File: src/rtl/seven_segment_reader.sv
// Receiver for a scanned seven-segment display: debounces each segment/strobe pair,
// decodes the segment pattern back to a digit value and holds one value per position.
module seven_segment_reader #(
    parameter int unsigned NUM_DIGITS    = 4,
    parameter int unsigned STABLE_CYCLES = 3
) (
    input  logic                    clk_i,
    input  logic                    reset_i,
    input  logic [6:0]              seg_i,
    input  logic [NUM_DIGITS-1:0]   digit_en_i,
    output logic [4*NUM_DIGITS-1:0] digits_o,
    output logic [NUM_DIGITS-1:0]   digit_valid_o,
    output logic                    update_pulse_o,
    output logic                    pattern_error_o
);

    localparam logic [3:0] StableMax = 4'(STABLE_CYCLES);

    logic [6:0]              seg_q, seg_prev_q;
    logic [NUM_DIGITS-1:0]   en_q, en_prev_q;
    logic [3:0]              cnt_q, cnt_d;
    logic                    armed_q, armed_d;
    logic [4*NUM_DIGITS-1:0] digits_q, digits_d;
    logic [NUM_DIGITS-1:0]   valid_q, valid_d;
    logic                    update_q, update_d;
    logic                    error_q, error_d;

    logic       onehot;
    logic       same;
    logic       capture;
    logic [3:0] value;
    logic       unknown;

    always_ff @(posedge clk_i or posedge reset_i) begin
        if (reset_i) begin
            seg_q      <= '0;
            seg_prev_q <= '0;
            en_q       <= '0;
            en_prev_q  <= '0;
            cnt_q      <= '0;
            armed_q    <= 1'b1;
            digits_q   <= '0;
            valid_q    <= '0;
            update_q   <= 1'b0;
            error_q    <= 1'b0;
        end else begin
            seg_q      <= seg_i;
            seg_prev_q <= seg_q;
            en_q       <= digit_en_i;
            en_prev_q  <= en_q;
            cnt_q      <= cnt_d;
            armed_q    <= armed_d;
            digits_q   <= digits_d;
            valid_q    <= valid_d;
            update_q   <= update_d;
            error_q    <= error_d;
        end
    end

    always_comb begin
        value   = 4'hF;
        unknown = 1'b0;
        case (seg_q)
            7'h7E:   value = 4'd0;
            7'h30:   value = 4'd1;
            7'h6D:   value = 4'd2;
            7'h79:   value = 4'd3;
            7'h33:   value = 4'd4;
            7'h5B:   value = 4'd5;
            7'h5F:   value = 4'd6;
            7'h70:   value = 4'd7;
            7'h7F:   value = 4'd8;
            7'h7B:   value = 4'd9;
            7'h00:   value = 4'hE;
            default: unknown = 1'b1;
        endcase
    end

    always_comb begin
        onehot   = (en_q != '0) && ((en_q & (en_q - NUM_DIGITS'(1))) == '0);
        same     = (seg_q == seg_prev_q) && (en_q == en_prev_q);
        cnt_d    = onehot ? 4'd1 : 4'd0;
        armed_d  = 1'b1;
        capture  = 1'b0;
        digits_d = digits_q;
        valid_d  = valid_q;
        update_d = 1'b0;
        error_d  = 1'b0;

        if (same && onehot) begin
            cnt_d   = (cnt_q >= StableMax) ? StableMax : cnt_q + 4'd1;
            armed_d = armed_q;
            // Capture on the edge the count reaches its target, so latency is exactly
            // STABLE_CYCLES edges from the first sampling edge.
            capture = armed_q && (cnt_d == StableMax);
        end

        if (capture) begin
            armed_d  = 1'b0;
            update_d = 1'b1;
            error_d  = unknown;
            for (int i = 0; i < int'(NUM_DIGITS); i++) begin
                if (en_q[i]) begin
                    digits_d[4*i +: 4] = value;
                    valid_d[i]         = 1'b1;
                end
            end
        end
    end

    assign digits_o        = digits_q;
    assign digit_valid_o   = valid_q;
    assign update_pulse_o  = update_q;
    assign pattern_error_o = error_q;

endmodule

File: config.mk
export PLATFORM = sky130hd
export DESIGN_NAME = seven_segment_reader
export DESIGN_NICKNAME = d
export VERILOG_FILES = /design/src/rtl/seven_segment_reader.sv
export SDC_FILE = /design/constraint.sdc
export NUM_CORES = 1
export LEC_CHECK = 0
export CAP_MARGIN = 20
export CORE_UTILIZATION = 52
export CTS_CLUSTER_DIAMETER = 100
export DETAILED_ROUTE_END_ITERATION = 8
export PLACE_DENSITY = 0.79
export REMOVE_ABC_BUFFERS = 1
export SLEW_MARGIN = 20
export SYNTH_ARGS = -nofsm -noshare
export SYNTH_HDL_FRONTEND = slang
export SYNTH_SLANG_ARGS = --single-unit
File: constraint.sdc
create_clock -name clk_i -period 2.1 [get_ports clk_i]
set_clock_uncertainty 0.05 [all_clocks]
set_input_delay 0.315 -clock clk_i [delete_from_list [all_inputs] [get_ports clk_i]]
set_output_delay 0.315 -clock clk_i [all_outputs]
set_load 0.05 [all_outputs]
==> reports/results.txt, run 1 <==
clk root buf = clkbuf_8
Main synth FF type = dfrtp_1
fin worst setup slack = 0.0906 ns
Top Layer Used = met4
WL met2 = 2160 um
DR vias = 1367
Vias/cell = 5.49
met3 WL = 172 um
Critical Path Slowest Stage Cell = or4b_1
Post-Route WL = 4100 um
CTS tree = done
Die X = 64.3 um
Max Slew Vio Count = 0
worst slack at placement = -0.146 ns
Initial Util = 54.6%
M1 WL = 1680 um
CTS max path bufs = 2
antenna cells = 0
Hold Fails Final Rpt = 0
Die Ht = 64.3 um
max cap viols = 0
layout cells sized above 1 = 19.4%
EDFF count, synth = 0
Avg Cell Area, Syn = 13.0 um2
average wire per standard cell = 16.5 um
Core ar. = 3690 um2
Syn Inst Count = 155
Register Area = 1230 um2
Global Route Usage Sum = 22.4%
Worst Path Arrival = 2.15 ns
initial antenna violation count = 0
Layout fillers = 270
Hold/Removal Path Class = in2async
GPL Wtd Cong = 0.855
Post-Layout Cell Count = 249
antenna-violating nets left = 0
maximum vdd drop = 0.431 mV
Initial DRC Count = 112
Tmin final = 2.01 ns
final setup fails = 0
most frequent cells in the layout = 47 x dfrtp_1, 34 x clkdlybuf4s50_1, 13 x mux2_2, 10 x xnor2_1
CP endpoint kind = register
fmax = 498 MHz
Final TNS setup = 0 ns
sequential area share after synthesis = 60.9%
first-pass iteration count of the detailed router = 4
worst path cell trace = or4b_1, a21oi_2, or2_1, o21ai_1, mux2_2
vias in the first global route = 1433
Yosys reg bits = 49
residual DRC count = 0
Final period util = 95.7%
worst path required time = 2.24 ns
library cells used by synthesis = 37
Mapped Area = 2020 um2
first-pass GRT wire length = 6770 um
final core utilization = 70.0%
Tightest Pin Transition = 0.521 ns
CP startpoint kind = register
largest net degree at the start of global routing = 50
num ports = 35
global route overflow = 0
Clock Sink Count = 49
Multi-input gate area = 790 um2
CP max stage delay = 0.56 ns
area of the die = 4130 um2
H-tree depth = 2
Max Fanout on Critical Path = 8
clock transition at the registers of the reported paths = 0.09 ns
Num CTS Buffers = 5
Design Power = 1690 uW
Yosys Warn Count = 0
leading cell type in the layout, fill and taps excluded = dfrtp_1
Worst-Skew Late Latency = 0.30 ns
Layout area overhead = 28.1%
# nets final = 214
Placed Cells = 239
power density cells = 656 nW/um2
relative slew slack = 65.1%
status = complete, no violations
FP Rows = 22
dpl hpwl = 2880 um
Setup CP Type = reg2reg
Static Leakage = 0.00118 uW
fraction of synthesis flops using an asynchronous set or reset pin = 100%
IO Port Bufs = 34
-- cell usage after synthesis (all sizes together), types with 2 or more instances --
cell type  instances  area (um2)
and3               8        50.1
nand2              3        11.3
nand3              7        35.0
mux2              16         180
o21ai              5        25.0
nor3               3        15.0
inv                4        15.0
nor4               2        12.5
buf                4        32.5
and2               2        12.5
a21oi              5        25.0
xnor2             11         104
nor2               8        30.0
nand4              5        31.3
dfrtp             48        1200
or2b               5        37.5
xor2               2        17.5
nand3b             2        15.0
-- worst max-delay path, delay by kind of cell (launching register included) --
family / cells / cell delay (ns)
AND/OR/NAND/NOR: 2 / 0.74
flip-flops: 1 / 0.47
multiplexers: 1 / 0.29
AO/OA/AOI/OAI: 2 / 0.34
-- stage by stage --
| stage | hold WS, ns | area, um2 |
|---|---|---|
| global placement | 0.397 | 2440 |
| floorplan | 0.296 | 1990 |
| global route | 0.336 | 2580 |
| detailed placement | 0.394 | 2440 |
| finish | 0.312 | 2580 |
| CTS | 0.323 | 2530 |
-- final timing paths --
path | startpoint | endpoint | slack (ns) | depth (start not counted)
worst min register to register | en_q[0] | en_prev_q[0] | 0.41 | 0
worst max register to register | seg_q[6] | digits_o[5] | 0.09 | 5
min in group clk_i | seg_i[5] | seg_q[5] | 0.39 | 1
worst max-delay path | seg_q[6] | digits_o[5] | 0.09 | 5
max in group asynchronous | reset_i | armed_q | 1.43 | 3
worst min-delay path | reset_i | cnt_q[2] | 0.31 | 3
-- layout make-up --
cell class	instances	area share, %
Clock buffer	6	2.81
Sequential cell	49	47.6
Tap cell	48	2.33
Inverter	4	0.582
Timing Repair Buffer	41	15.7
Clock inverter	2	0.388
Multi-Input combinational cell	99	30.6
-- registers in the layout, summed over array words and instances, names as in the netlist --
name,flops
en_prev_q,4
digit_valid_o,4
seg_q,7
digits_o,16
cnt_q,4
seg_prev_q,7
armed_q,1
pattern_error_o,1
update_pulse_o,1
en_q,4
-- metal layers --
| layer | track usage, % | up-vias |
|---|---|---|
| li1 | - | 631 |
| met5 | 0 | - |
| met3 | 5.89 | 9 |
| met1 | 27.5 | 678 |
| met4 | 10.0 | 0 |
| met2 | 37.0 | 49 |
-- report_power, final --
| part | switching [uW] | leakage, uW | internal [uW] |
|---|---|---|---|
| Combinational | 91.1 | 0.000512 | 75.5 |
| Clock | 294 | 0.0000450 | 231 |
| Sequential | 30.6 | 0.000623 | 972 |
-- timing repair --
item                                   4_1_cts  5_1_grt
setup endpoints to repair                   13       16
setup buffers                                0        2
pin swaps                                    0        2
endpoints found under the hold margin        0        0
hold buffers                                 0        0
gates resized for setup                      3        7
cloned                                       0        0
-- cell families (layout without fill, tap and decap cells) --
group | after synthesis | in the layout | share of synthesized area (%)
other | 1 | 2 | 0.186
and+or+nand+nor | 50 | 50 | 15.3
buffers and inverters | 8 | 53 | 2.36
DFF | 49 | 49 | 60.9
muxes | 17 | 17 | 9.44
xor gates and xnor gates | 13 | 13 | 6.02
AOI/OAI and AO/OA | 16 | 16 | 5.21
adders and majority gates | 1 | 1 | 0.621
Power figures use the tool's default switching activity.
==> run 2, diff against run 1 <==
ABC_AREA = 1   (was default)
CAP_MARGIN = default   (was 20)
PLACE_DENSITY = 0.78   (was 0.79)
==> run 2 against run 1 <==
Against the previous run: final area rose by 2.3%; critical path depth fell by 4; worst setup slack gained 0.15 ns; area after synthesis rose by 4.2%; via count rose by 23%; utilization hardly changed; total power increased by 8.7%; critical path type is now reg2out; critical endpoint is now digits_o[5]; highest routed layer unchanged.
==> reports/results.txt, run 2 <==
status = complete, no violations
most frequent cells in the layout = 111 x nand2_1, 48 x dfrtp_1, 34 x clkdlybuf4s50_1, 26 x nor2_1, 22 x inv_1
dpl hpwl = 3070 um (+6.7%)
CTS max path bufs = 2 (unchanged)
flop-to-flop setup slack = 0.32 ns (+0.23 ns)
Post-Route WL = 4080 um (-0.63%)
CP max stage delay = 0.81 ns (+0.25 ns)
Max Slew Vio Count = 0 (unchanged)
largest net degree at the start of global routing = 30 (-40%)
top cell family by delay on the critical path = buffers and inverters
final setup fails = 0 (unchanged)
max cap viols = 0 (unchanged)
Die X = 65.5 um (+2.0%)
CTS tree = done
Multi-input gate area = 752 um2 (-4.8%)
Post-CTS Repair Setup Buffers = 0 (unchanged)
commonest cells in the netlist = 111 x nand2_1, 48 x dfrtp_1, 26 x nor2_1
Final TNS setup = 0 ns (unchanged)
Synth Area in Compound Gates = 0.477% (-4.7 points)
residual DRC count = 0 (unchanged)
Clock Sink Count = 49 (unchanged)
H-tree depth = 2 (unchanged)
GPL Wtd Cong = 0.838 (-1.9%)
most frequent cell after synthesis = nand2_1
Tmin final = 1.86 ns (-0.147 ns)
antenna-violating nets left = 0 (unchanged)
initial antenna violation count = 0 (unchanged)
worst path cell trace = clkdlybuf4s50_1
Layout fillers = 301 (+11%)
Most Crowded Layer GR = met2
Yosys Warn Count = 0 (unchanged)
maximum vdd drop = 0.508 mV (+18%)
r2r endpoint = digits_o[10]
IO Port Bufs = 34 (unchanged)
fmax = 537 MHz (+7.9%)
sequential area share after synthesis = 58.5% (-2.4 points)
reg-to-reg startpoint = seg_q[3]
Vias/cell = 4.91 (-11%)
mux contribution to synthesized area = 0% (-9.4 points)
fraction of the mapped netlist area in simple logic gates = 34.0% (+19 points)
grt met1 use = 26.7% (-0.82 points)
Synth area leader = dfrtp_1
Initial DRC Count = 108 (-3.6%)
Num CTS Buffers = 5 (unchanged)
Int Pwr = 1420 uW (+11%)
Syn Inst Count = 252 (+63%)
Mapped Area = 2100 um2 (+4.2%)
Core ar. = 3770 um2 (+2.2%)
Hold Fails Final Rpt = 0 (unchanged)
R2R depth = 8 (+3)
Layout area overhead = 25.7%
M2 GR Usage = 40.5% (+3.5 points)
vias in the first global route = 1734 (+21%)
Psw = 422 uW (+1.5%)
Design Power = 1840 uW (+8.7%)
clk root buf = clkbuf_8
Sw Share = 22.9% (-1.6 points)
num ports = 35 (unchanged)
Tightest Pin Transition = 0.510 ns (-0.0115 ns)
average wire per standard cell = 11.8 um (-28%)
XOR/XNOR share of the synthesized area = 0.417% (-5.6 points)
CP Buf/Inv Count = 1 (+1)
largest family of logic cells by synthesized area = simple AND/OR/NAND/NOR gates
post-route cell area = 2640 um2 (+2.3%)
EDFF count, synth = 0 (unchanged)
Static Leakage = 0.00140 uW (+18%)
FP Rows = 22 (unchanged)
first-pass GRT wire length = 7360 um (+8.7%)
Largest register FFs = 16 (unchanged)
Synth area leaders = dfrtp_1 57%, nand2_1 20%, nor2_1 4.6%
fin worst setup slack = 0.237 ns (+0.147 ns)
power density cells = 698 nW/um2 (+6.3%)
Post-CTS Resized = 0 (-3)
# nets final = 309 (+44%)
Worst Path Arrival = 1.50 ns (-0.65 ns)
Main synth FF type = dfrtp_1
worst path required time = 1.74 ns (-0.50 ns)
Post-DP Area = 2520 um2 (+3.5%)
Max Fanout on Critical Path = 2 (-6)
CP startpoint kind = register
clock transition at the registers of the reported paths = 0.09 ns (about the same)
worst slack at placement = 0.362 ns (+0.508 ns)
Yosys reg bits = 49 (unchanged)
sequential share of power = 54.3% (-4.9 points)
antenna cells = 0 (unchanged)
Setup CP Type = reg2out
library cells used by synthesis = 17 (-54%)
CP endpoint = digits_o[5]
Final period util = 88.7% (-7.0 points)
Avg Cell Area, Syn = 8.33 um2 (-36%)
Clk pwr share = 36.9% (+5.9 points)
Worst-Skew Late Latency = 0.30 ns (about the same)
CP endpoint kind = output pin
Die Ht = 65.5 um (+2.0%)
Critical Path Slowest Stage Cell = clkdlybuf4s50_1
combinational power share = 8.7% (-1.1 points)
met3 Use GR = 5.21% (-0.68 points)
Initial Util = 55.7% (+1.0 points)
global route overflow = 0 (unchanged)
layout cells sized above 1 = 9.80% (-9.6 points)
share of the synthesized area in the top cell type = 57.2% (-2.4 points)
first-pass iteration count of the detailed router = 4 (unchanged)
crit path launch = digits_o[5]
relative slew slack = 65.9% (+0.77 points)
Register Area = 1230 um2 (-0.10%)
area of the die = 4300 um2 (+4.0%)
Adder-Cell Fraction of Synth Area = 0.596% (-0.025 points)
Global Route Usage Sum = 23.1% (+0.70 points)
Hold/Removal Path Class = in2async
CP Depth = 1 (-4)
RSZ-0062 raised after global routing = no
DR vias = 1688 (+23%)
leading cell type in the layout, fill and taps excluded = nand2_1
fraction of synthesis flops using an asynchronous set or reset pin = 100% (unchanged)
hold buffer count at cts = 0 (unchanged)
[run 2: worst min path at each step]
stage / to / slack [ns] / cells after the start
after floorplan: en_q[0] / 0.30 / 0
after CTS: en_prev_q[1] / 0.31 / 2
final: en_prev_q[1] / 0.30 / 2
after global routing: en_prev_q[3] / 0.35 / 2
after detailed placement: digit_valid_o[2] / 0.40 / 2
after global placement: digit_valid_o[2] / 0.39 / 2
[run 2: per-layer routing]
layer | share of wire (%) | routed length, um | vias to the layer above
met4 | 2.0 | 80 | 0
met2 | 50 | 2040 | 39
met1 | 43 | 1770 | 792
li1 | - | - | 848
met5 | 0 | 0 | -
met3 | 4.4 | 179 | 9
[run 2: through the flow]
| stage | hold slack (ns) | cells | utilization [%] |
|---|---|---|---|
| floorplan | 0.296 | 253 | - |
| global placement | 0.395 | 336 | 66.9 |
| detailed placement | 0.405 | 336 | 66.9 |
| CTS | 0.309 | 344 | 70.0 |
| global route | 0.354 | 344 | 70.0 |
| finish | 0.299 | 344 | 70.0 |
[run 2: cells by family (layout without fill, tap and decap cells)]
logic type,Yosys count,in the layout
and+or+nand+nor,165,165
DFF,49,49
buffers and inverters,33,76
AOI/OAI and AO/OA,2,2
adders and majority gates,1,1
other,1,2
xor gates and xnor gates,1,1
[run 2: final cells by class]
| type | count | share of cell area, % |
|---|---|---|
| flip-flops and latches | 49 | 46.5 |
| clock inverters | 1 | 1.14 |
| clock buffers | 7 | 3.27 |
| inverters | 33 | 4.69 |
| well taps | 48 | 2.27 |
| repair buffers | 35 | 13.6 |
| multi-input cells | 171 | 28.5 |
[run 2: power groups by stage]
stage                     clock network, uW  logic, uW  registers (uW)
after floorplan                           0       86.6            1030
after detailed placement                  0        162            1020
after global placement                    0        157            1020
after CTS                               694        163            1000
after global routing                    732        182            1010
final                                   681        161            1000
